--- config.mk ---
export PLATFORM = sky130hd
export DESIGN_NAME = prefetch_unit_flat
export DESIGN_NICKNAME = d
export VERILOG_FILES = /design/src/rtl/prefetch_unit_pkg.sv /design/src/rtl/prefetch_unit_if.sv /design/src/rtl/prefetch_unit_fifo.sv /design/src/rtl/prefetch_unit.sv /design/src/flat_wrapper.sv
export SDC_FILE = /design/constraint.sdc
export NUM_CORES = 1
export LEC_CHECK = 0
export CORE_MARGIN = 2
export CORE_UTILIZATION = 57
export CTS_CLUSTER_DIAMETER = 60
export DETAILED_ROUTE_END_ITERATION = 10
export PLACE_DENSITY = 0.86
export SETUP_SLACK_MARGIN = 0.05
export SYNTH_ARGS = -nofsm -noshare
export SYNTH_HDL_FRONTEND = slang
export SYNTH_SLANG_ARGS = --single-unit
--- constraint.sdc ---
create_clock -name clk -period 13.3 [get_ports clk]
set_input_delay 2.66 -clock clk [delete_from_list [all_inputs] [get_ports clk]]
set_output_delay 2.66 -clock clk [all_outputs]
set_load 0.01 [all_outputs]
--- src/rtl/prefetch_unit_pkg.sv ---
// Shared types for the instruction prefetch path.
// Address/data widths plus the prefetch queue sizing.
package common_types;

  typedef logic [15:0] addr_t;
  typedef logic [7:0]  data_t;
  typedef logic [2:0]  pf_count_t;

  localparam int PF_DEPTH = 4;

endpackage

--- src/rtl/prefetch_unit_if.sv ---
// Program-memory read bus between prefetch and memory.
// Memory returns data the cycle after a sampled request.
interface prefetch_unit_if;
  import common_types::*;

  logic  mem_rd;
  addr_t mem_addr;
  data_t mem_rdata;

  modport master (
    output mem_rd,
    output mem_addr,
    input  mem_rdata
  );

  modport slave (
    input  mem_rd,
    input  mem_addr,
    output mem_rdata
  );

endinterface

--- src/rtl/prefetch_unit_fifo.sv ---
// Circular byte buffer with multi-byte pop and 3-entry peek.
// Peek outputs are zero beyond the valid count.
module pf_fifo
  import common_types::*;
#(
  parameter int DEPTH = PF_DEPTH
) (
  input  logic      clk,
  input  logic      rst_n,
  input  logic      clear,
  input  logic      wr,
  input  data_t     wdata,
  input  logic [1:0] pop,
  output pf_count_t count,
  output data_t     b0,
  output data_t     b1,
  output data_t     b2
);

  localparam int PW = $clog2(DEPTH);
  typedef logic [PW-1:0] ptr_t;

  data_t mem_q [DEPTH];
  ptr_t  rp;
  ptr_t  wp;

  always_ff @(posedge clk) begin
    if (!rst_n || clear) begin
      rp    <= '0;
      wp    <= '0;
      count <= '0;
    end else begin
      if (wr) begin
        mem_q[wp] <= wdata;
        wp        <= wp + ptr_t'(1);
      end
      rp    <= rp + ptr_t'(pop);
      count <= count - pf_count_t'(pop)
             + pf_count_t'(wr);
    end
  end

  always_comb begin
    b0 = '0;
    b1 = '0;
    b2 = '0;
    if (count >= 3'd1) b0 = mem_q[rp];
    if (count >= 3'd2) b1 = mem_q[rp + ptr_t'(1)];
    if (count >= 3'd3) b2 = mem_q[rp + ptr_t'(2)];
  end

endmodule

--- src/rtl/prefetch_unit.sv ---
// Sequential instruction-byte prefetcher feeding the CPU decoder.
// Credit-based fetch keeps queued plus in-flight bytes within DEPTH.
module prefetch_unit
  import common_types::*;
#(
  parameter int    DEPTH    = PF_DEPTH,
  parameter addr_t RESET_PC = 16'h0000
) (
  input  logic       clk,
  input  logic       rst_n,
  input  logic       redirect,
  input  addr_t      redirect_pc,
  input  logic [1:0] consume,
  output pf_count_t  avail,
  output data_t      b0,
  output data_t      b1,
  output data_t      b2,
  output addr_t      head_pc,
  prefetch_unit_if.master mem
);

  pf_count_t  count;
  logic       rsp_q;
  logic [1:0] drop_q;
  logic [1:0] drop_d;
  addr_t      fa_q;
  addr_t      fa_d;
  addr_t      pc_q;
  addr_t      pc_d;
  addr_t      addr_d;
  addr_t      base;
  logic       req_d;
  logic       wr;
  logic [1:0] pop;
  logic [3:0] cnt_nx;

  always_comb begin
    pop    = (3'(consume) > count) ? count[1:0] : consume;
    wr     = rsp_q && (drop_q == 2'd0);
    drop_d = drop_q;
    if (rsp_q && (drop_q != 2'd0)) drop_d = drop_q - 2'd1;
    cnt_nx = 4'(count) - 4'(pop) + 4'(wr);
    base   = fa_q;
    pc_d   = pc_q + addr_t'(pop);
    // Only the request sampled at this edge is still to come back stale.
    if (redirect) begin
      cnt_nx = '0;
      base   = redirect_pc;
      pc_d   = redirect_pc;
      drop_d = 2'(mem.mem_rd);
    end
    req_d  = (cnt_nx + 4'(mem.mem_rd) + 4'd1) <= 4'(DEPTH);
    addr_d = req_d ? base : mem.mem_addr;
    fa_d   = req_d ? base + 16'd1 : base;
  end

  always_ff @(posedge clk) begin
    if (!rst_n) begin
      mem.mem_rd   <= 1'b0;
      mem.mem_addr <= RESET_PC;
      rsp_q        <= 1'b0;
      drop_q       <= 2'd0;
      fa_q         <= RESET_PC;
      pc_q         <= RESET_PC;
    end else begin
      mem.mem_rd   <= req_d;
      mem.mem_addr <= addr_d;
      rsp_q        <= mem.mem_rd;
      drop_q       <= drop_d;
      fa_q         <= fa_d;
      pc_q         <= pc_d;
    end
  end

  pf_fifo #(
    .DEPTH(DEPTH)
  ) u_fifo (
    .clk   (clk),
    .rst_n (rst_n),
    .clear (redirect),
    .wr    (wr),
    .wdata (mem.mem_rdata),
    .pop   (pop),
    .count (count),
    .b0    (b0),
    .b1    (b1),
    .b2    (b2)
  );

  assign avail   = count;
  assign head_pc = pc_q;

endmodule

--- src/flat_wrapper.sv ---
// flat-port wrapper written by rule: the top's interface ports become plain ports
module prefetch_unit_flat import common_types::*;
#(
  parameter int    DEPTH    = PF_DEPTH,
  parameter addr_t RESET_PC = 16'h0000
)
  (clk, rst_n, redirect, redirect_pc, consume, avail, b0, b1, b2, head_pc, mem_mem_rd, mem_mem_addr, mem_mem_rdata);
  prefetch_unit_if mem_i ();
  input  logic clk;
  input  logic rst_n;
  input  logic redirect;
  input  addr_t redirect_pc;
  input  logic [1:0] consume;
  output pf_count_t avail;
  output data_t b0;
  output data_t b1;
  output data_t b2;
  output addr_t head_pc;
  output wire logic [$bits(mem_i.mem_rd)-1:0] mem_mem_rd;
  output wire logic [$bits(mem_i.mem_addr)-1:0] mem_mem_addr;
  input wire logic [$bits(mem_i.mem_rdata)-1:0] mem_mem_rdata;
  assign mem_mem_rd = mem_i.mem_rd;
  assign mem_mem_addr = mem_i.mem_addr;
  assign mem_i.mem_rdata = mem_mem_rdata;
  prefetch_unit #(.DEPTH(DEPTH), .RESET_PC(RESET_PC)) u_core (.clk(clk), .rst_n(rst_n), .redirect(redirect), .redirect_pc(redirect_pc), .consume(consume), .avail(avail), .b0(b0), .b1(b1), .b2(b2), .head_pc(head_pc), .mem(mem_i));
endmodule
==> results of run 1 <==
## flip-flops by register name, indices dropped and copies added, names as in the netlist
name,count
u_core.u_fifo.mem_q,32
u_core.fa_q,16
u_core.head_pc,16
u_core.mem.mem_addr,16
u_core.u_fifo.count,3
u_core.drop_q,2
u_core.u_fifo.rp,2
u_core.u_fifo.wp,2
u_core.mem.mem_rd,1
u_core.rsp_q,1
## worst min path at each step
stage | startpoint | end | slack (ns)
finish | u_core.drop_q[1]$_SDFFE_PP0P_ | u_core.drop_q[1]$_SDFFE_PP0P_ | 0.50
global route | u_core.drop_q[1]$_SDFFE_PP0P_ | u_core.drop_q[1]$_SDFFE_PP0P_ | 0.53
CTS | u_core.drop_q[1]$_SDFFE_PP0P_ | u_core.drop_q[1]$_SDFFE_PP0P_ | 0.50
detailed placement | u_core.drop_q[1]$_SDFFE_PP0P_ | u_core.drop_q[1]$_SDFFE_PP0P_ | 0.49
global placement | u_core.mem.mem_addr[15]$_SDFFE_PN0P_ | u_core.mem.mem_addr[15]$_SDFFE_PN0P_ | 0.49
floorplan | u_core.drop_q[1]$_SDFFE_PP0P_ | u_core.drop_q[1]$_SDFFE_PP0P_ | 0.48
## per-layer routing
layer  vias up  wire [um]  part of all wire
li1       1774          -                 -
met3        13        486             0.046
met1      1757       4560              0.43
met4         0        108             0.010
met2        98       5360              0.51
met5         -          0                 0
## synthesized netlist by cell type, types with 11 or more instances
cell type / count
dfxtp_1: 59
nor2_1: 50
edfxtp_1: 32
nor2b_1: 28
mux4_2: 24
inv_1: 20
ha_1: 18
nand2_1: 18
a211oi_1: 17
a21oi_1: 17
mux2i_1: 16
clkbuf_1: 13
nor3_1: 13
o21ai_0: 12
xor2_1: 11
## cell families (layout without fill, tap and decap cells)
kind of cell	Yosys count	in the layout	share of synthesized area
muxes	41	41	0.149
DFF	91	91	0.447
adders and majority gates	20	20	0.0553
buffers and inverters	45	127	0.0381
xor gates and xnor gates	22	22	0.0431
AOI/OAI and AO/OA	71	71	0.0981
and+or+nand+nor	157	157	0.170
## layout make-up
| class | count | area [sq um] |
|---|---|---|
| Multi-Input combinational cell | 311 | 2470 |
| Tap cell | 105 | 131 |
| Clock inverter | 7 | 75.1 |
| Clock buffer | 9 | 124 |
| Timing Repair Buffer | 90 | 891 |
| Sequential cell | 91 | 2140 |
| Fill cell | 583 | 2260 |
| Inverter | 21 | 78.8 |
## cells in the final DEF (no fill, tap or decap), types with 18 or more instances in the layout
cell,synthesis,final
clkdlybuf4s50_1,0,87
mux4_2,24,24
inv_1,20,20
nor2_1,50,50
dfxtp_1,59,59
nand2_1,18,18
ha_1,18,18
nor2b_1,28,28
edfxtp_1,32,32
## worst max-delay path: cells and delay by family
family / cells / cell delay, ns
AND/OR/NAND/NOR: 4 / 0.60
adder cells (fa/ha/maj): 5 / 1.63
buffers and inverters: 3 / 0.50
AO/OA/AOI/OAI: 5 / 1.94
## power by group through the flow
stage	registers, mW	logic (mW)	clock network, mW
global route	0.365	0.598	0.203
CTS	0.360	0.547	0.190
global placement	0.364	0.522	0
finish	0.361	0.544	0.188
detailed placement	0.366	0.544	0
floorplan	0.366	0.365	0
## metrics by stage
stage	hold slack [ns]	utilization	instance area (sq um)	total power, mW
2_1_floorplan	0.478	-	4790	0.731
3_3_place_gp	0.485	0.699	5710	0.886
3_5_place_dp	0.492	0.699	5710	0.910
4_1_cts	0.504	0.723	5910	1.10
5_1_grt	0.527	0.723	5910	1.17
6_report	0.502	0.723	5910	1.09
==> qor.yml, run 1 <==
io_buffer_count: 88
fin_ws_ns: 6.19
clock_path_buffers: 2
post_cts_buffers: 0
r2r-start: "u_core.u_fifo.count[1]$_SDFF_PP0_"
cts_root_buffer: "clkbuf_8"
drt_iter0_drc: 152
crit_type: "input pin to flop"
synth_cells: 447
crit_start: "consume[1]"
synth_area_leader_cell: "dfxtp_1"
max_stage_delay_ns: 0.61
core_area_sq_um: 8180
drv_slew: 0
path_cells: "clkdlybuf4s50_1, ha_1, nor2b_1, o21ai_0, o21ai_0, ha_1, inv_1, ha_1, fa_1, nor2b_1, ha_1, inv_1, a2111oi_0, nor2_1, o21ai_1, o21ai_0, nor3b_1"
via_per_inst: 5.74
seq_power_share: 0.330
ys_seq_area_frac: 0.447
antenna_found_initial: 0
antenna_left: 0
synth_area_leaders: "dfxtp_1 (25%), edfxtp_1 (20%), mux4_2 (11%)"
dieHeight_um: 95.7
setup_tns_ns: 0
ys_warn_count: 0
worstPathArrival_ns: 7.32
place_ws_ns: 5.83
p_int_mw: 0.668
drcViolationCount: 0
yosysUniqueCellTypes: 54
fin_skew_ns: 0.00766
grt.busiest_layer: "met2"
syn_to_final_growth_pct: 23.3
place.gp.congestion: 0.786
layout-drive-gt1-share: 0.0964
cts-buffers-inserted: 9
htree_num_levels: 3
ir_drop_mv: 0.121
grt_util_met3: 0.0298
first_pass_iters: 4
period_needed_ns: 7.11
pwr_density_cell_nw_per_um2: 185
grt_overflow: 0
vias: 3642
status: "completed"
finalNetCount: 573
grt_max_degree: 59
hold_buffers: 0
finalNonFillerCells: 634
synthesis.area_sq_um: 4790
end_kind: "flop"
ys_seq_elements: 91
relSlewSlack: 0.252
tightest_slew_ns: 1.11
die_area_sq_um: 9160
post_cts_resized: 0
max_freq_mhz: 141
synth_edf_count: 32
p_switching_mw: 0.425
rsz0062_at_grt: "no"
die_x_um: 95.7
hold_path.class: "flop to flop"
switching_share: 0.389
grt_pass1_vias: 3468
grt_first_pass_wirelength_um: 16400
synth_flop_cell: "dfxtp_1"
avgSynthCellArea_sq_um: 10.7
timing.final.crit_share: 0.535
slowest_stage: "a2111oi_0"
worst-r2r-setup-slack_ns: 8.39
synth_top_area_frac: 0.246
wl_per_cell_um: 16.6
start_util: 0.586
cap_violations: 0
grt_util_met1: 0.295
cp_common_cell: "ha_1"
cts_sinks: 91
whs_path_depth: 2
clock_latency_ns: 0.35
async_reset_ff_frac: 0
dpl.hpwl_um: 7720
syn_nets: 496
final_hold_viol_count: 0
path_clk_slew_ns: 0.09
timing.critical_path.fanout_max: 16
grt_use_total: 0.232
met2_usage: 0.418
worstReg2RegEnd: "u_core.fa_q[8]$_SDFF_PN0_"
cellLeakagePower_nw: 2.16
p_clk_frac: 0.172
crit_required_ns: 13.51
setup_viol: 0
rows: 33
diodes: 0
io_pins: 89
r2r_cells: 17
power.share.combinational: 0.498
totalWireLength_um: 10500
startpoint_type: "input pin"
cp-endpoint: "u_core.fa_q[8]$_SDFF_PN0_"
placed_cells_incl_taps: 618
cts_tree: "done"
Note: power is estimated with default switching activity, not from simulation.
==> inputs of run 2 (changes only) <==
CORE_UTILIZATION = 48   (was 57)
PLACE_DENSITY = 0.77   (was 0.86)
clock period = 6 ns   (was 13.3 ns; I/O delays follow)
==> run 2 against run 1 <==
Power is 130% higher. Hold slack better by 0.0029 ns. Cell count is 4.7% higher. Critical path depth is 2 higher. Non-clock buffer count is 2 higher. Global-route usage is 3.5 points lower. Core utilization is 11 points lower.
==> qor.yml, run 2 (synthesis gave the netlist of run 1 again) <==
worstPathArrival_ns: 5.61  # was 7.32 ns
power.share.combinational: 0.492  # was 0.498
crit_type: "input pin to flop"  # unchanged
post_cts_buffers: 0  # unchanged
p_clk_frac: 0.190  # was 0.172
cp_num_buf_inv: 5  # was 3
wirelength_met1_um: 4470  # was 4560 um
post_cts_resized: 0  # unchanged
clock_path_buffers: 2  # unchanged
path_clk_slew_ns: 0.09  # about the same
crit_required_ns: 6.27  # was 13.51 ns
max_freq_mhz: 187
relSlewSlack: 0.288  # was 0.252
io_pins: 89  # unchanged
largest_reg_flops: 32  # unchanged
timing.final.crit_share: 0.890
dieHeight_um: 104  # was 95.7 um
largest-register: "u_core.u_fifo.mem_q"  # unchanged
cp_common_cell: "ha_1"  # unchanged
layout_common_cells: "clkdlybuf4s50_1 (87), dfxtp_1 (59), nor2_1 (50)"  # unchanged
placed_cells_incl_taps: 648  # was 618
diodes: 0  # unchanged
seq_power_share: 0.318  # was 0.330
grt_max_degree: 58  # was 59
hold_path.class: "flop to flop"  # unchanged
p_switching_mw: 0.945  # was 0.425 mW
syn_to_final_growth_pct: 25.1  # was 23.3%
grt_overflow: 0  # unchanged
finalNetCount: 575  # was 573
cts_root_buffer: "clkbuf_8"  # unchanged
setup_viol: 0  # unchanged
fin_skew_ns: 0.0118  # was 0.00766 ns
cap_violations: 0  # unchanged
status: "completed"  # unchanged
io_buffer_count: 88  # unchanged
period_needed_ns: 5.34
hp-start: "u_core.mem.mem_addr[3]$_SDFFE_PN0P_"  # was u_core.drop_q[1]$_SDFFE_PP0P_
pwr_density_cell_nw_per_um2: 418  # was 185 nW/um^2
path_cells: "clkdlybuf4s50_1, inv_1, ha_1, a21oi_1, o21ai_0, o21ai_0, ha_1, inv_1, ha_1, fa_1, nor2b_1, ha_1, inv_1, a2111oi_1, nor2_1, o21ai_1, buf_4, nor2_1, a211oi_1"  # was clkdlybuf4s50_1, ha_1, nor2b_1, o21ai_0, o21ai_0, ha_1, inv_1, ha_1, fa_1, nor2b_1, ha_1, inv_1, a2111oi_0, nor2_1, o21ai_1, o21ai_0, nor3b_1
switching_share: 0.377  # was 0.389
cts_sinks: 91  # unchanged
cp_top_family: "compound AO/OA/AOI/OAI gates"  # unchanged
power.total_mw: 2.51  # was 1.09 mW
layout-drive-gt1-share: 0.102  # was 0.0964
setup_tns_ns: 0  # unchanged
final_common_cell: "clkdlybuf4s50_1"  # unchanged
tightest_slew_ns: 1.06  # was 1.11 ns
totalWireLength_um: 10300  # was 10,500 um
final_util: 0.616  # was 0.723
drcViolationCount: 0  # unchanged
rows: 36  # was 33
dpl.hpwl_um: 7500  # was 7720 um
p_int_mw: 1.56  # was 0.668 mW
antenna_left: 0  # unchanged
antenna_found_initial: 0  # unchanged
cp.depth: 19  # was 17
top_layer: "met4"  # unchanged
slowest_stage: "a2111oi_1"  # was a2111oi_0
grt_pass1_vias: 3562  # was 3,468
final_hold_viol_count: 0  # unchanged
clock_latency_ns: 0.36  # was 0.35 ns
via_per_inst: 5.48  # was 5.74
die_area_sq_um: 10800  # was 9160 sq um
cts_tree: "done"  # unchanged
place.gp.congestion: 0.788  # was 0.786
fill_cells: 794  # was 583
htree_num_levels: 3  # unchanged
drt_iter0_drc: 145  # was 152
end_kind: "flop"  # unchanged
grt_first_pass_wirelength_um: 17100  # was 16,400 um
holdPathEnd: "u_core.mem.mem_addr[3]$_SDFFE_PN0P_"  # was u_core.drop_q[1]$_SDFFE_PP0P_
finalNonFillerCells: 664  # was 634
worstReg2RegEnd: "u_core.fa_q[1]$_SDFF_PN0_"  # was u_core.fa_q[8]$_SDFF_PN0_
r2r-start: "u_core.u_fifo.count[1]$_SDFF_PP0_"  # unchanged
cts-buffers-inserted: 9  # unchanged
ir_drop_mv: 0.331  # was 0.121 mV
cellLeakagePower_nw: 2.18  # was 2.16 nW
routed-wl-met2_um: 5070  # was 5360 um
rsz0062_at_grt: "no"  # unchanged
max_stage_delay_ns: 0.50  # was 0.61 ns
wl_per_cell_um: 15.4  # was 16.6 um
r2r_cells: 18  # was 17
core_area_sq_um: 9730  # was 8180 sq um
hold_buffers: 0  # unchanged
vias: 3641  # was 3,642
start_util: 0.493  # was 0.586
wl_met3_um: 574  # was 486 um
drv_slew: 0  # unchanged
whs_path_depth: 2  # unchanged
timing.critical_path.fanout_max: 11  # was 16
startpoint_type: "input pin"  # unchanged
die_x_um: 104  # was 95.7 um
worst-r2r-setup-slack_ns: 1.44  # was 8.39 ns
grt_use_total: 0.197  # was 0.232
first_pass_iters: 5  # was 4
[run 2: how the worst max path moves through the flow]
stage | startpoint | end
finish | consume[0] | u_core.fa_q[1]$_SDFF_PN0_
floorplan | consume[1] | u_core.fa_q[2]$_SDFF_PN0_
global placement | consume[0] | u_core.fa_q[6]$_SDFF_PN0_
CTS | consume[0] | u_core.fa_q[1]$_SDFF_PN0_
global route | consume[0] | u_core.fa_q[6]$_SDFF_PN0_
detailed placement | consume[0] | u_core.fa_q[1]$_SDFF_PN0_
[run 2: worst min-delay path, stage by stage, from the launching register on]
cell and delay, ns:
dfxtp_1 0.32, nor2_1 0.09, a211oi_1 0.05
[run 2: metrics by stage]
stage                     hold slack, ns  worst slack, ns  area (sq um)
final                              0.505            0.658          6000
after global routing               0.528           0.0973          6000
after CTS                          0.505            0.547          6000
after detailed placement           0.493            0.197          5760
after global placement             0.485            0.335          5760
after floorplan                    0.478             1.08          4790
[run 2: metal layers]
metal,GRT usage,up-vias
li1,-,1783
met1,0.252,1734
met2,0.332,112
met3,0.0457,12
met4,0.0618,0
met5,0,-
[run 2: final cells by class]
class,count,area [sq um],area share
multi-input cells,311,2470,0.412
flip-flops and latches,91,2140,0.357
repair buffers,92,906,0.151
well taps,133,166,0.0277
clock buffers,10,138,0.0230
clock inverters,6,96.3,0.0161
inverters,21,78.8,0.0131
[run 2: power by group through the flow]
stage | Combinational (mW) | Clock (mW) | Sequential, mW
after floorplan | 0.809 | 0 | 0.811
after global placement | 1.19 | 0 | 0.807
after detailed placement | 1.23 | 0 | 0.809
after CTS | 1.24 | 0.485 | 0.797
after global routing | 1.37 | 0.516 | 0.809
final | 1.23 | 0.476 | 0.796
==> inputs of run 3 (changes only) <==
SYNTH_HIERARCHICAL = 1   (was default)
clock period = 4.37 ns   (was 6 ns; I/O delays follow)
==> run 3 against run 2 <==
Setup slack got worse by 0.32 ns. Synthesized area increased by 5.3%. Wire length increased by 13%. Cell area increased by 8.2%. Critical path type unchanged. Largest cell class unchanged. Core utilization increased by 1.5 points.
==> qor.yml, run 3 <==
wl_per_cell_um: 16.4  # was 15.4 um
synthesis.area_sq_um: 5050  # was 4790 sq um
synth_commonest_cells: "dfxtp_1 (59), a21oi_1 (33), edfxtp_1 (32)"  # was dfxtp_1 (59), nor2_1 (50), edfxtp_1 (32)
hold_buffers: 0  # unchanged
crit_type: "input pin to flop"  # unchanged
tightest_slew_ns: 1.01  # was 1.06 ns
yosys.area_share.simple: 0.143  # was 0.170
status: "completed"  # unchanged
rows: 37  # was 36
ys_seq_elements: 91  # unchanged
synthMuxAreaShare: 0.166  # was 0.149
dpl.hpwl_um: 8490  # was 7500 um
die_area_sq_um: 11400  # was 10,800 sq um
fill_cells: 815  # was 794
io_pins: 89  # unchanged
clock_path_buffers: 2  # unchanged
grt_use_total: 0.205  # was 0.197
async_reset_ff_frac: 0  # unchanged
worstPathArrival_ns: 4.32  # was 5.61 ns
synth_cells: 455  # was 447
relSlewSlack: 0.327  # was 0.288
place_ws_ns: -0.521  # was 0.197 ns
antenna_left: 0  # unchanged
synth_top_area_frac: 0.234  # was 0.246
cts_root_buffer: "clkbuf_8"  # unchanged
drv_slew: 0  # unchanged
ys_warn_count: 6  # was 0
slowest_stage: "fa_2"  # was a2111oi_1
dieHeight_um: 107  # was 104 um
synth_flop_cell: "dfxtp_1"  # unchanged
cts_sinks: 91  # unchanged
timing.critical_path.fanout_max: 6  # was 11
start_util: 0.491  # was 0.493
synth_edf_count: 32  # unchanged
cts_tree: "done"  # unchanged
setup_viol: 0  # unchanged
die_x_um: 107  # was 104 um
cp_num_buf_inv: 3  # was 5
io_buffer_count: 88  # unchanged
yosysUniqueCellTypes: 54  # unchanged
max_freq_mhz: 248
ys_seq_area_frac: 0.424  # was 0.447
cp_top_family: "adder cells"  # was compound AO/OA/AOI/OAI gates
largest-register: "u_core/u_fifo/mem_q"  # was u_core.u_fifo.mem_q
place.gp.congestion: 0.812  # was 0.788
startpoint_type: "input pin"  # unchanged
pwr_density_cell_nw_per_um2: 583  # was 418 nW/um^2
synthXorXnorAreaFrac: 0.0498  # was 0.0431
antenna_found_initial: 0  # unchanged
vias: 3956  # was 3,641
final_common_cell: "clkdlybuf4s50_1"  # unchanged
fin_ws_ns: 0.335  # was 0.658 ns
layout_common_cells: "clkdlybuf4s50_1 (86), dfxtp_1 (59), edfxtp_1 (32)"  # was clkdlybuf4s50_1 (87), dfxtp_1 (59), nor2_1 (50)
avgSynthCellArea_sq_um: 11.1  # was 10.7 sq um
first_pass_iters: 4  # was 5
synth_fa_ha_area_frac: 0.0575  # was 0.0553
setup_tns_ns: 0  # unchanged
finalNetCount: 616  # was 575
grt_overflow: 0  # unchanged
hold_path.class: "flop to flop"  # unchanged
rsz0062_at_grt: "no"  # unchanged
syn_nets: 506  # was 496
finalNonFillerCells: 706  # was 664
final_hold_viol_count: 0  # unchanged
clock_latency_ns: 0.37  # was 0.36 ns
synth_top_family_by_area: "multiplexers"  # was simple AND/OR/NAND/NOR gates
path_clk_slew_ns: 0.08  # was 0.09 ns
cellLeakagePower_nw: 2.45  # was 2.18 nW
grt_pass1_vias: 3782  # was 3,562
cts-buffers-inserted: 9  # unchanged
crit_required_ns: 4.66  # was 6.27 ns
end_kind: "flop"  # unchanged
grt_first_pass_wirelength_um: 18400  # was 17,100 um
ir_drop_mv: 0.464  # was 0.331 mV
htree_num_levels: 3  # unchanged
via_per_inst: 5.60  # was 5.48
period_needed_ns: 4.03
layout-drive-gt1-share: 0.168  # was 0.102
cap_violations: 0  # unchanged
diodes: 0  # unchanged
power.total_mw: 3.78  # was 2.51 mW
synth_area_leaders: "dfxtp_1 (23%), edfxtp_1 (19%), mux4_2 (6.2%)"  # was dfxtp_1 (25%), edfxtp_1 (20%), mux4_2 (11%)
seqCellArea_sq_um: 2140  # unchanged
multi_input_area_sq_um: 2760  # was 2470 sq um
largest_reg_flops: 32  # unchanged
max_stage_delay_ns: 0.54  # was 0.50 ns
grt_max_degree: 43  # was 58
synth_area_leader_cell: "dfxtp_1"  # unchanged
drcViolationCount: 0  # unchanged
core_area_sq_um: 10300  # was 9730 sq um
totalWireLength_um: 11600  # was 10,300 um
fin_skew_ns: 0.00709  # was 0.0118 ns
synth.most_common_cell: "dfxtp_1"  # unchanged
path_cells: "dlymetal6s2s_1, ha_1, nor2b_1, o21a_1, nand2_1, o21ai_2, ha_1, inv_2, ha_4, fa_2, nor2b_4, ha_4, o22ai_4, o2111ai_4, buf_6, or3_4, a21oi_2"  # was clkdlybuf4s50_1, inv_1, ha_1, a21oi_1, o21ai_0, o21ai_0, ha_1, inv_1, ha_1, fa_1, nor2b_1, ha_1, inv_1, a2111oi_1, nor2_1, o21ai_1, buf_4, nor2_1, a211oi_1
placed_cells_incl_taps: 683  # was 648
synth-compound-area-share: 0.108  # was 0.0981
syn_to_final_growth_pct: 28.5  # was 25.1%
timing.final.crit_share: 0.923
drt_iter0_drc: 227  # was 145
final_util: 0.631  # was 0.616
==> run 3: changes by cell type in the layout (fill, tap and decap cells not counted), sizes merged, moves of 5 or more <==
cell    change
nor3b       -5
o211ai      +5
a21oi      +16
and2       +22
or2         +6
buf        +29
a211oi     -15
or3         +7
nor3       -11
o21ai      +13
mux2        +8
nor2       -22
nor2b      -21
==> run 3: power breakdown <==
group | total, mW | switching, mW | internal, mW | leakage [nW]
logic | 2.12 | 0.936 | 1.19 | 1.59
registers | 1.11 | 0.115 | 0.999 | 0.775
clock network | 0.547 | 0.285 | 0.262 | 0.0886
total | 3.78 | 1.34 | 2.45 | 2.45
==> run 3: area by class of cell <==
class	instances	area share
Sequential cell	91	0.330
Tap cell	136	0.0262
Clock inverter	5	0.00829
Multi-Input combinational cell	318	0.425
Timing Repair Buffer	122	0.177
Clock buffer	11	0.0203
Inverter	23	0.0133
==> run 3: per-stage QoR <==
| step | cell area [sq um] | hold slack [ns] |
|---|---|---|
| after floorplan | 5050 | 0.479 |
| after global placement | 6130 | 0.450 |
| after detailed placement | 6130 | 0.453 |
| after CTS | 6410 | 0.471 |
| after global routing | 6490 | 0.497 |
| final | 6490 | 0.465 |
==> run 3: kinds of logic (layout without fill, tap and decap cells) <==
| logic type | count (synthesis) | in the layout |
|---|---|---|
| flip-flops | 91 | 91 |
| adder cells (fa/ha/maj) | 22 | 22 |
| AO/OA/AOI/OAI | 88 | 88 |
| AND/OR/NAND/NOR | 135 | 135 |
| multiplexers | 49 | 49 |
| buffers and inverters | 46 | 161 |
| XOR/XNOR | 24 | 24 |
==> run 3: final timing paths <==
path | startpoint | end | slack [ns] | cells past startpoint
hold / removal | u_core/mem.mem_addr[10]$_SDFFE_PN0P_ | u_core/mem.mem_addr[10]$_SDFFE_PN0P_ | 0.47 | 2
setup reg to reg | u_core/u_fifo/count[1]$_SDFF_PP0_ | u_core/fa_q[6]$_SDFF_PN0_ | 0.56 | 17
setup / recovery | consume[1] | u_core/fa_q[6]$_SDFF_PN0_ | 0.34 | 17
hold reg to reg | u_core/mem.mem_addr[10]$_SDFFE_PN0P_ | u_core/mem.mem_addr[10]$_SDFFE_PN0P_ | 0.47 | 2
==> run 3: what timing repair did <==
item / in CTS / in global routing
gates resized for setup: 13 / 15
buffers inserted: 5 / 2
endpoints found under the setup margin: 25 / 31
pin swaps: 8 / 12
==> run 3: routing by layer <==
layer / GRT usage / part of all wire
met4: 0.0779 / 0.018
met3: 0.0343 / 0.062
met1: 0.262 / 0.42
met5: 0 / 0
met2: 0.351 / 0.50
==> run 3: tightest hold or removal path: stages, from the launching register on <==
cell and delay, ns:
dfxtp_1 0.32, nand2_1 0.05, a21oi_1 0.05
